$ cat src/rtl/uart_rotate_cfg.sv
// UART-controlled configuration for the video rotate stage.
// A 5-byte packet (0x55 CMD DHI DLO SUM) sets the angle or the bypass; each packet gets an ACK or NAK byte.
module uart_rotate_cfg #(
   parameter int CLK_FREQ   = 50_000_000,
   parameter int BAUD_RATE  = 115200,
   parameter int ANGLE_INIT = 180
) (
   input  logic       I_sys_clk,
   input  logic       I_rst_n,
   input  logic       I_uart_rxd,
   output logic       O_uart_txd,
   output logic [8:0] O_angle,
   output logic       O_bypass,
   output logic       O_cfg_update
);

   localparam int DIV     = CLK_FREQ / BAUD_RATE;
   localparam int HALF    = DIV / 2;
   localparam int TIMEOUT = 40 * DIV;
   localparam int CNT_W   = $clog2(DIV + 1);
   localparam int TO_W    = $clog2(TIMEOUT + 1);

   localparam logic [CNT_W-1:0] DIV_LAST  = CNT_W'(DIV - 1);
   localparam logic [CNT_W-1:0] HALF_LAST = CNT_W'(HALF - 1);
   localparam logic [TO_W-1:0]  TO_LAST   = TO_W'(TIMEOUT - 1);

   localparam logic [7:0] HDR_BYTE = 8'h55;
   localparam logic [7:0] ACK_BYTE = 8'hAA;
   localparam logic [7:0] NAK_BYTE = 8'hEE;

   typedef enum logic [1:0] {R_IDLE, R_START, R_DATA, R_STOP} rx_state_t;
   typedef enum logic [2:0] {P_IDLE, P_CMD, P_DHI, P_DLO, P_SUM} p_state_t;
   typedef enum logic {T_IDLE, T_BUSY} tx_state_t;

   logic             rx_meta_q, rx_meta_d;
   logic             rx_sync_q, rx_sync_d;
   logic             rx_prev_q, rx_prev_d;
   rx_state_t        rx_state_q, rx_state_d;
   logic [CNT_W-1:0] rx_cnt_q, rx_cnt_d;
   logic [2:0]       rx_bit_q, rx_bit_d;
   logic [7:0]       rx_shift_q, rx_shift_d;
   logic             rx_valid_q, rx_valid_d;
   logic             rx_ferr_q, rx_ferr_d;

   p_state_t         p_state_q, p_state_d;
   logic [7:0]       cmd_q, cmd_d;
   logic [7:0]       dhi_q, dhi_d;
   logic [7:0]       dlo_q, dlo_d;
   logic [TO_W-1:0]  to_cnt_q, to_cnt_d;
   logic [8:0]       angle_q, angle_d;
   logic             bypass_q, bypass_d;
   logic             cfg_update_q, cfg_update_d;
   logic             reply_req_q, reply_req_d;
   logic [7:0]       reply_byte_q, reply_byte_d;
   logic [7:0]       sum_c;
   logic [15:0]      value_c;

   tx_state_t        tx_state_q, tx_state_d;
   logic [CNT_W-1:0] tx_cnt_q, tx_cnt_d;
   logic [3:0]       tx_bit_q, tx_bit_d;
   logic [8:0]       tx_shift_q, tx_shift_d;
   logic             txd_q, txd_d;

   // Sync flops reset low so a line already low at release never looks like a falling edge.
   always_comb begin
      rx_meta_d  = I_uart_rxd;
      rx_sync_d  = rx_meta_q;
      rx_prev_d  = rx_sync_q;
      rx_state_d = rx_state_q;
      rx_cnt_d   = rx_cnt_q;
      rx_bit_d   = rx_bit_q;
      rx_shift_d = rx_shift_q;
      rx_valid_d = 1'b0;
      rx_ferr_d  = 1'b0;
      case (rx_state_q)
         R_IDLE: begin
            if (rx_prev_q && !rx_sync_q) begin
               rx_state_d = R_START;
               rx_cnt_d   = '0;
            end
         end
         R_START: begin
            if (rx_cnt_q == HALF_LAST) begin
               rx_cnt_d = '0;
               if (rx_sync_q) begin
                  rx_state_d = R_IDLE;
               end else begin
                  rx_state_d = R_DATA;
                  rx_bit_d   = '0;
               end
            end else begin
               rx_cnt_d = rx_cnt_q + CNT_W'(1);
            end
         end
         R_DATA: begin
            if (rx_cnt_q == DIV_LAST) begin
               rx_cnt_d   = '0;
               rx_shift_d = {rx_sync_q, rx_shift_q[7:1]};
               if (rx_bit_q == 3'd7) begin
                  rx_state_d = R_STOP;
               end else begin
                  rx_bit_d = rx_bit_q + 3'd1;
               end
            end else begin
               rx_cnt_d = rx_cnt_q + CNT_W'(1);
            end
         end
         R_STOP: begin
            if (rx_cnt_q == DIV_LAST) begin
               rx_cnt_d   = '0;
               rx_state_d = R_IDLE;
               rx_valid_d = rx_sync_q;
               rx_ferr_d  = !rx_sync_q;
            end else begin
               rx_cnt_d = rx_cnt_q + CNT_W'(1);
            end
         end
         default: rx_state_d = R_IDLE;
      endcase
   end

   always_comb begin
      p_state_d    = p_state_q;
      cmd_d        = cmd_q;
      dhi_d        = dhi_q;
      dlo_d        = dlo_q;
      to_cnt_d     = to_cnt_q;
      angle_d      = angle_q;
      bypass_d     = bypass_q;
      cfg_update_d = 1'b0;
      reply_req_d  = 1'b0;
      reply_byte_d = reply_byte_q;
      sum_c        = cmd_q + dhi_q + dlo_q;
      value_c      = {dhi_q, dlo_q};
      if (rx_ferr_q) begin
         p_state_d = P_IDLE;
         to_cnt_d  = '0;
      end else if (rx_valid_q) begin
         to_cnt_d = '0;
         case (p_state_q)
            P_IDLE: begin
               if (rx_shift_q == HDR_BYTE) begin
                  p_state_d = P_CMD;
               end
            end
            P_CMD: begin
               cmd_d     = rx_shift_q;
               p_state_d = P_DHI;
            end
            P_DHI: begin
               dhi_d     = rx_shift_q;
               p_state_d = P_DLO;
            end
            P_DLO: begin
               dlo_d     = rx_shift_q;
               p_state_d = P_SUM;
            end
            P_SUM: begin
               p_state_d    = P_IDLE;
               reply_req_d  = 1'b1;
               reply_byte_d = NAK_BYTE;
               if (sum_c == rx_shift_q) begin
                  if (cmd_q == 8'h01 && value_c <= 16'd359) begin
                     angle_d      = value_c[8:0];
                     cfg_update_d = 1'b1;
                     reply_byte_d = ACK_BYTE;
                  end else if (cmd_q == 8'h02) begin
                     bypass_d     = dlo_q[0];
                     cfg_update_d = 1'b1;
                     reply_byte_d = ACK_BYTE;
                  end
               end
            end
            default: p_state_d = P_IDLE;
         endcase
      end else if (p_state_q != P_IDLE) begin
         // A stalled sender must not leave the parser waiting mid-packet forever.
         if (to_cnt_q == TO_LAST) begin
            p_state_d = P_IDLE;
            to_cnt_d  = '0;
         end else begin
            to_cnt_d = to_cnt_q + TO_W'(1);
         end
      end else begin
         to_cnt_d = '0;
      end
   end

   // A request arriving while a byte is still going out is simply ignored.
   always_comb begin
      tx_state_d = tx_state_q;
      tx_cnt_d   = tx_cnt_q;
      tx_bit_d   = tx_bit_q;
      tx_shift_d = tx_shift_q;
      txd_d      = txd_q;
      case (tx_state_q)
         T_IDLE: begin
            txd_d = 1'b1;
            if (reply_req_q) begin
               tx_state_d = T_BUSY;
               txd_d      = 1'b0;
               tx_shift_d = {1'b1, reply_byte_q};
               tx_cnt_d   = '0;
               tx_bit_d   = '0;
            end
         end
         T_BUSY: begin
            if (tx_cnt_q == DIV_LAST) begin
               tx_cnt_d = '0;
               if (tx_bit_q == 4'd9) begin
                  tx_state_d = T_IDLE;
                  txd_d      = 1'b1;
               end else begin
                  txd_d      = tx_shift_q[0];
                  tx_shift_d = {1'b1, tx_shift_q[8:1]};
                  tx_bit_d   = tx_bit_q + 4'd1;
               end
            end else begin
               tx_cnt_d = tx_cnt_q + CNT_W'(1);
            end
         end
         default: tx_state_d = T_IDLE;
      endcase
   end

   always_ff @(posedge I_sys_clk or negedge I_rst_n) begin
      if (!I_rst_n) begin
         rx_meta_q    <= 1'b0;
         rx_sync_q    <= 1'b0;
         rx_prev_q    <= 1'b0;
         rx_state_q   <= R_IDLE;
         rx_cnt_q     <= '0;
         rx_bit_q     <= '0;
         rx_shift_q   <= '0;
         rx_valid_q   <= 1'b0;
         rx_ferr_q    <= 1'b0;
         p_state_q    <= P_IDLE;
         cmd_q        <= '0;
         dhi_q        <= '0;
         dlo_q        <= '0;
         to_cnt_q     <= '0;
         angle_q      <= 9'(ANGLE_INIT);
         bypass_q     <= 1'b0;
         cfg_update_q <= 1'b0;
         reply_req_q  <= 1'b0;
         reply_byte_q <= '0;
         tx_state_q   <= T_IDLE;
         tx_cnt_q     <= '0;
         tx_bit_q     <= '0;
         tx_shift_q   <= '1;
         txd_q        <= 1'b1;
      end else begin
         rx_meta_q    <= rx_meta_d;
         rx_sync_q    <= rx_sync_d;
         rx_prev_q    <= rx_prev_d;
         rx_state_q   <= rx_state_d;
         rx_cnt_q     <= rx_cnt_d;
         rx_bit_q     <= rx_bit_d;
         rx_shift_q   <= rx_shift_d;
         rx_valid_q   <= rx_valid_d;
         rx_ferr_q    <= rx_ferr_d;
         p_state_q    <= p_state_d;
         cmd_q        <= cmd_d;
         dhi_q        <= dhi_d;
         dlo_q        <= dlo_d;
         to_cnt_q     <= to_cnt_d;
         angle_q      <= angle_d;
         bypass_q     <= bypass_d;
         cfg_update_q <= cfg_update_d;
         reply_req_q  <= reply_req_d;
         reply_byte_q <= reply_byte_d;
         tx_state_q   <= tx_state_d;
         tx_cnt_q     <= tx_cnt_d;
         tx_bit_q     <= tx_bit_d;
         tx_shift_q   <= tx_shift_d;
         txd_q        <= txd_d;
      end
   end

   assign O_uart_txd   = txd_q;
   assign O_angle      = angle_q;
   assign O_bypass     = bypass_q;
   assign O_cfg_update = cfg_update_q;

endmodule

$ cat config.mk
export PLATFORM = sky130hd
export DESIGN_NAME = uart_rotate_cfg
export DESIGN_NICKNAME = d
export VERILOG_FILES = /design/src/rtl/uart_rotate_cfg.sv
export SDC_FILE = /design/constraint.sdc
export NUM_CORES = 1
export LEC_CHECK = 0
export CORE_MARGIN = 2
export CORE_UTILIZATION = 66
export CTS_CLUSTER_DIAMETER = 200
export DETAILED_ROUTE_END_ITERATION = 10
export PLACE_DENSITY_LB_ADDON = 0.15
export SETUP_SLACK_MARGIN = 0.2
export SYNTH_ARGS = -nofsm -noshare
export SYNTH_HDL_FRONTEND = slang
export SYNTH_SLANG_ARGS = --single-unit
$ cat constraint.sdc
create_clock -name I_sys_clk -period 9.1 [get_ports I_sys_clk]
set_input_delay 2.73 -clock I_sys_clk [delete_from_list [all_inputs] [get_ports I_sys_clk]]
set_output_delay 2.73 -clock I_sys_clk [all_outputs]
set_load 0.005 [all_outputs]
After elaboration in Yosys (flattened, before gate mapping)
Cells that the tools add are included.
Cells by class
  equal/unequal tests: 28
  mux-type cells: 61
  bitwise logic cells: 3
  magnitude comparators: 1
  add/subtract/negate cells: 7
  reduce and logical (&&, ||, !) cells: 21
Operator list (number)
  9-bit two-way mux: 8
  15-bit two-way mux: 4
  9-bit case mux with 2 select lines: 2
  3-bit two-way mux: 9
  9-bit case mux with 3 select lines: 1
  7-bit two-way mux: 3
  1-bit two-way mux: 19
  9-bit by 1-bit adder with 9-bit output (second input constant): 2
  9-bit == test (second input constant): 2
  2-bit inequality test (second input constant): 9
  3-bit AND reduction: 6
  8-bit adder: 2
  16-bit by 9-bit less-or-equal comparator with 1-bit output (second input constant): 1
  15-bit by 1-bit adder with 15-bit output (second input constant): 1
  15-bit == test (second input constant): 1
  5-bit AND reduction: 3
  2-bit two-way mux: 6
  4-bit two-way mux: 3
  3-bit case mux with 4 select lines: 1
  9-bit by 8-bit == test with 1-bit output (second input constant): 1
  3-bit nonzero test: 3
  8-bit by 1-bit == test with 1-bit output (second input constant): 1
  8-bit by 2-bit == test with 1-bit output (second input constant): 1
  8-bit by 7-bit == test with 1-bit output (second input constant): 1
  other kinds (24): 31
Storage, ports and cells
  flip-flop bits (word level): 113
  output and inout bits: 12
  bits of input ports: 3
  word-level logic and storage cells: 145

Longest topological paths before layout
Gate-level depths: netlist of run 1.
  depth after elaboration: 7
  mapped depth: 11
  depth with buffers taken out: 11

Worst setup path after synthesis of run 1
Ideal clock, no wire load.
  path type: flip-flop to output port
  start point: reg txd_q (netlist: O_uart_txd)
  end point: out O_uart_txd
  data required time: 6.370 ns
  stages on the path, launching flop included: 1
  slack: 5.860 ns
  data arrival time: 0.510 ns
  buffers on the path: 0
  cell sequence: dfstp_2
RTL lines
  start: declaration: RTL line 62  | logic txd_q, txd_d;
  start signal: assignment: RTL line 276  | txd_q <= txd_d;
  end: declaration: RTL line 11  | output logic O_uart_txd,
No word-level cell between the ends.

Worst setup path after layout of run 1
  start point: reg angle_q[4] (netlist: O_angle[4])
  end point: out O_angle[4]
RTL lines
  start: declaration: RTL line 50  | logic [8:0] angle_q, angle_d;
  start signal: assignment: RTL line 242  | angle_q <= 9'(ANGLE_INIT);
  start signal: assignment: RTL line 267  | angle_q <= angle_d;
  end: declaration: RTL line 12  | output logic [8:0] O_angle,
No word-level cell between the ends.

==> results by group, run 1 <==
Floorplanning
  • Horiz. Die Dim: 92.56 um
  • Starting Density: 67.69%
  • Die area: 0.008567 mm^2
  • I/O pin count: 15
  • Core Region: 0.007647 mm^2
  • Die Y-Extent: 92.56 um
  • Row count: 32

Clock tree
  • Hold_buf cts: 0
  • Clk_lat worst skew: 0.36 ns
  • Post-CTS Setup Repair Bufs: 0
  • Gates resized, CTS repair: 0
  • CTS tree: built
  • CTS Buffer Depth: 2
  • H-tree depth: 3
  • TritonCTS Buffers: 9
  • CTS Root Cell: clkbuf_8
  • Clk slew on worst S/H paths: 0.09 ns
  • # clock sinks: 106

Worst setup path
  • WP data required: 6.37 ns
  • Slowest cell delay on critical path: 0.54 ns
  • Cell family with most CP delay: flip-flops
  • Slowest cell on the critical path: dfstp_2
  • Setup crit end kind: output port
  • Critical path buffer and inverter count: 1
  • Setup crit start kind: flip-flop
  • CP arrival: 1.40 ns
  • Crit-path cells: clkdlybuf4s50_1
  • Setup CP Type: reg -> out
  • Worst Path Max Fanout: 2

Timing
  • Worst setup margin: 4.972 ns
  • Max-slew violations: 0
  • Fin. Hold Viols: 0
  • RSZ-0062 raised after global routing: false
  • # setup viols final: 0
  • Fmax achieved: 242.2 MHz
  • Fin crit period: 4.128 ns
  • Worst-margin pin slew: 1.231 ns
  • Clock skew: 0.006828 ns
  • Worst slew margin: 17.79%
  • Period utilisation layout: 45.37%
  • Setup TNS Final: 0 ns

Synth
  • Yosys warnings: 0
  • Main area contributors after synthesis: dfrtp_1 (45%), mux2_2 (9.4%), dfstp_2 (6.6%)
  • Leading area contributor after synthesis: dfrtp_1
  • Synth Net Count: 497
  • Main synth FF type: dfrtp_1
  • Cells after Synth: 470
  • Post-synth EDFFs: 0
  • Number of distinct library cells after synthesis: 45
  • Seq cells post-synth: 106
  • Most common cell in the netlist: dfrtp_1
  • Most frequent cells after synthesis: dfrtp_1 (93), nor2_1 (48), mux2_2 (43)
  • Async SR Flop Fraction: 100.0%
  • Post-Syn Area: 0.005176 mm^2
  • Post-synth top area share: 44.96%
  • Seq/Total Area, Yosys: 51.56%
  • Syn Area/Cell: 11.01 um^2

Global routing
  • Vias in the first global route: 3,554
  • First-pass GRT wire length: 16,460 um
  • Pin count of the biggest net entering global routing: 86
  • Total Routing Usage GR: 24.47%
  • GR Util met3: 5.207%
  • Antenna violations before repair: 0
  • GR Util met2: 41.24%
  • Met1 Usage GRT: 31.98%
  • GR Overflow Total: 0
  • Global routing's busiest layer: met2

Power and ir drop
  • Static Leak: 2.657 nW
  • Pwr Total: 0.0008409 W
  • Peak VDD IR: 0.09057 mV
  • Pwr Density: 149.3 mW/mm^2

Min path
  • Min-delay worst type: reg -> reg

Drt
  • Routed length per instance: 16.10 um
  • Antenna Nets Post-Route: 0
  • First-pass iteration count of the detailed router: 4
  • Routed via count: 3,491
  • 1st-iter DRT viols: 124
  • Vias per Instance: 5.877
  • Routed wire length: 9563 um
  • Drt drc: 0

Placed design
  • RePlAce Congestion: 0.8975
  • Worst slack, placed: 5.078 ns
  • Dpl hpwl: 6486 um
  • Placed cell count: 578
  • Number of port buffers: 14

Cells and area
  • Nets: 514
  • N_diodes: 0
  • Syn-to-layout area delta: 8.799%
  • Share of cells above drive strength 1: 15.85%
  • Non-filler cells, final: 594

Run status
  • Status: complete, no violations

Flow run
  • Max cap viols: 0
-- cell usage in the layout (no fill, tap or decap), drive strengths merged, types with 8 or more instances in the layout --
| cell type | count |
|---|---|
| dfrtp | 93 |
| nor2 | 48 |
| mux2 | 43 |
| o21ai | 39 |
| nand2 | 28 |
| inv | 19 |
| nand3 | 18 |
| a21oi | 17 |
| xor2 | 16 |
| ha | 16 |
| clkbuf | 14 |
| dfstp | 13 |
| and3 | 13 |
| clkdlybuf4s50 | 13 |
| xnor2 | 12 |
| nor2b | 10 |
| nand2b | 8 |
| fa | 8 |
| nor3 | 8 |
-- state kept, by name, summed over array words and instances, names as in the netlist, 2 cells and up, named ones only --
signal / cells
p_state_q: 3
rx_bit_q: 3
reply_byte_q: 2
O_angle: 9
tx_shift_q: 8
rx_shift_q: 8
tx_cnt_q: 9
dhi_q: 8
rx_cnt_q: 9
tx_bit_q: 4
dlo_q: 8
cmd_q: 8
to_cnt_q: 15
-- final cells by class --
class,instances,area [um^2]
clock buffers,14,162.7
clock inverters,2,37.54
fillers,539,2016
inverters,19,71.32
multi-input cells,333,2396
flip-flops and latches,106,2669
well taps,102,127.6
repair buffers,18,167.7
-- cell families (layout without fill, tap and decap cells) --
logic type	after synthesis	count (layout)	share of synthesized area (%)
xor+xnor	29	29	5.173
mux	45	45	9.741
simple gates	157	157	15.52
buf+inv	31	53	2.296
compound gates	78	78	8.750
flops	106	106	51.56
fa+ha+maj	24	24	6.961
-- worst paths after layout --
check / startpoint / endpoint / slack (ns) / cells after the start
max in group asynchronous: I_rst_n / to_cnt_q[6] / 5.53 / 2
max reg2reg: cmd_q[2] / O_angle[6] / 5.64 / 8
min: rx_meta_q / rx_prev_d / 0.36 / 0
max: O_angle[4] / O_angle[4] / 4.97 / 1
min in group asynchronous: I_rst_n / rx_bit_q[0] / 2.24 / 1
min reg2reg: rx_meta_q / rx_prev_d / 0.36 / 0
-- through the flow --
step | area, um^2 | hold WS (ns) | utilization, %
finish | 5632 | 0.3621 | 73.64
detailed placement | 5431 | 0.3402 | 71.02
global route | 5632 | 0.3760 | 73.64
CTS | 5632 | 0.3620 | 73.64
global placement | 5431 | 0.3387 | 71.02
floorplan | 5176 | 0.3312 | -
-- metal layers --
layer | vias to the layer above | wire [um]
li1 | 1669 | -
met4 | 0 | 135
met1 | 1758 | 4306
met2 | 50 | 4842
met5 | - | 0
met3 | 14 | 279
-- report_power, final --
| group | internal, W | switching [W] | total, W |
|---|---|---|---|
| logic | 0.0000189 | 0.0000295 | 0.0000484 |
| clock network | 0.000143 | 0.000150 | 0.000293 |
| registers | 0.000484 | 0.0000157 | 0.000500 |
| total | 0.000646 | 0.000195 | 0.000841 |
Power figures use the tool's default switching activity.
==> inputs of run 2 (changes only) <==
--- a/config.mk
+++ b/config.mk
@@ -6,7 +6,7 @@
 export NUM_CORES = 1
 export LEC_CHECK = 0
 export CORE_MARGIN = 2
-export CORE_UTILIZATION = 66
+export CORE_UTILIZATION = 55
 export CTS_CLUSTER_DIAMETER = 200
 export DETAILED_ROUTE_END_ITERATION = 10
 export PLACE_DENSITY_LB_ADDON = 0.15
==> constraint.sdc (replaced) <==
create_clock -name I_sys_clk -period 3.5 [get_ports I_sys_clk]
set_input_delay 1.05 -clock I_sys_clk [delete_from_list [all_inputs] [get_ports I_sys_clk]]
set_output_delay 1.05 -clock I_sys_clk [all_outputs]
set_load 0.005 [all_outputs]
==> run 2 against run 1 <==
Against the previous run:
- first-iteration DRC count fell by 13%
- non-clock buffer count up 2
- register-to-register slack worse by 5.3 ns
- combinational power increased to 2.6 times the previous value
- core utilization down 12 points
- final cell count increased by 1.9%
- clock power up 140%
- sequential power rose to 2.6 times the previous value
- global-route usage fell by 5.0 points
- largest power group unchanged
==> results by group, run 2 (synthesized netlist as in run 1, its figures left out) <==
Run status
  • Status: complete, no violations

Clock tree
  • TritonCTS Buffers: 9
  • Hold_buf cts: 0
  • CTS Root Cell: clkbuf_8
  • Clk slew on worst S/H paths: 0.10 ns
  • H-tree depth: 3
  • CTS Buffer Depth: 2
  • # clock sinks: 106
  • Clk_lat worst skew: 0.37 ns
  • CTS tree: built

Cells and area
  • Largest register FFs: 15
  • N_diodes: 0
  • Util after Layout: 61.73%
  • Most frequent cells in the layout: dfrtp_1 (92), nor2_1 (48), mux2_2 (43), o21ai_0 (38), nand2_1 (28)
  • Nets: 516
  • Share of cells above drive strength 1: 17.41%
  • Syn-to-layout area delta: 9.669%
  • Largest register by flop count: to_cnt_q
  • Most common cell after layout, fill and taps aside: dfrtp_1

Timing
  • Max-slew violations: 0
  • # setup viols final: 0
  • Setup TNS Final: 0 ns
  • Fin crit period: 3.118 ns
  • Fin. Hold Viols: 0
  • Clock skew: 0.008007 ns
  • Worst-margin pin slew: 0.7973 ns
  • RSZ-0062 raised after global routing: false
  • Fmax achieved: 320.7 MHz
  • Fin Hold WS: 0.3648 ns
  • Period utilisation layout: 89.08%
  • Worst slew margin: 46.65%
  • Worst setup margin: 0.3822 ns

Floorplanning
  • Horiz. Die Dim: 101.0 um
  • I/O pin count: 15
  • Core Region: 0.009196 mm^2
  • Starting Density: 56.29%
  • Die Y-Extent: 101.0 um
  • Die area: 0.01020 mm^2
  • Row count: 35

Worst setup path
  • Critical path buffer and inverter count: 1
  • Setup crit end kind: flip-flop
  • Slowest cell delay on critical path: 0.55 ns
  • Crit-path cells: fa_1 > ha_2 > fa_1 > xnor2_1 > nand3_1 > nor4_2 > nand3_1 > nor3_4 > buf_12 > mux2_2
  • Cell family with most CP delay: adder cells
  • Worst Path Max Fanout: 9
  • CP Launch Point: cmd_q[1]
  • Setup CP Type: reg -> reg
  • Setup crit start kind: flip-flop
  • Reg2reg start: cmd_q[1]
  • CP arrival: 3.39 ns
  • Slowest cell on the critical path: fa_1
  • WP data required: 3.77 ns

Global routing
  • Total Routing Usage GR: 19.47%
  • Vias in the first global route: 3,220
  • GR Overflow Total: 0
  • First-pass GRT wire length: 15,510 um
  • Antenna violations before repair: 0
  • Pin count of the biggest net entering global routing: 107

Placed design
  • Dpl hpwl: 6124 um
  • RePlAce Congestion: 0.8751
  • Worst slack, placed: 0.2858 ns
  • Number of port buffers: 14

Drt
  • Drt drc: 0
  • Routed wire length: 8869 um
  • 1st-iter DRT viols: 108
  • Routed via count: 3,380
  • Routed length per instance: 14.66 um
  • Vias per Instance: 5.587
  • First-pass iteration count of the detailed router: 4
  • Antenna Nets Post-Route: 0

Power and ir drop
  • Peak VDD IR: 0.3351 mV
  • Static Leak: 2.664 nW
  • Pwr Density: 375.9 mW/mm^2

Min path
  • Min-delay worst type: reg -> reg
  • Hold path startpoint: rx_meta_q

Flow run
  • Max cap viols: 0
[run 2: worst register-to-register path, cell delays in order (launching register included)]
cell	delay, ns
dfrtp_2	0.45
fa_1	0.55
ha_2	0.20
fa_1	0.42
xnor2_1	0.17
nand3_1	0.12
nor4_2	0.22
nand3_1	0.17
nor3_4	0.23
buf_12	0.15
mux2_2	0.33
[run 2: where the power goes]
part	switching [W]	internal (W)	total, W
Sequential	0.0000404	0.00126	0.00130
Clock	0.000423	0.000284	0.000707
Combinational	0.0000778	0.0000500	0.000128
[run 2: metrics by stage]
stage	instance area (um^2)	total power (W)	cells
6_report	5677	0.002134	605
3_5_place_dp	5463	0.001452	588
5_1_grt	5677	0.002242	605
3_3_place_gp	5463	0.001444	588
4_1_cts	5647	0.002170	604
2_1_floorplan	5176	0.001394	470
[run 2: repair_timing]
item                                    in CTS  in global routing
endpoints found under the setup margin       0                  9
gates resized for setup                      0                  3
setup buffers                                0                  1
[run 2: final timing paths]
check	slack [ns]	end	cells after the start
worst max-delay path	0.38	O_angle[3]	10
worst min-delay path	0.36	rx_prev_d	0
worst max register to register	0.38	O_angle[3]	10
worst min register to register	0.36	rx_prev_d	0
max in group asynchronous	2.35	cmd_q[1]	2
min in group asynchronous	0.72	to_cnt_q[8]	2
[run 2: routing by layer]
metal | global-route usage, % | routed length [um]
met5 | 0 | 0
met4 | 6.445 | 123
met3 | 4.716 | 238
met2 | 30.62 | 4173
met1 | 26.77 | 4333
[run 2: cell type report]
cell class                 instances  area [um^2]
tap                              111        138.9
fill                             739         3520
timing repair buffer              20        207.7
multi-input combinational        333         2405
clock buffer                      10        137.6
inverter                          19        71.32
sequential                       106         2670
clock inverter                     6        46.29
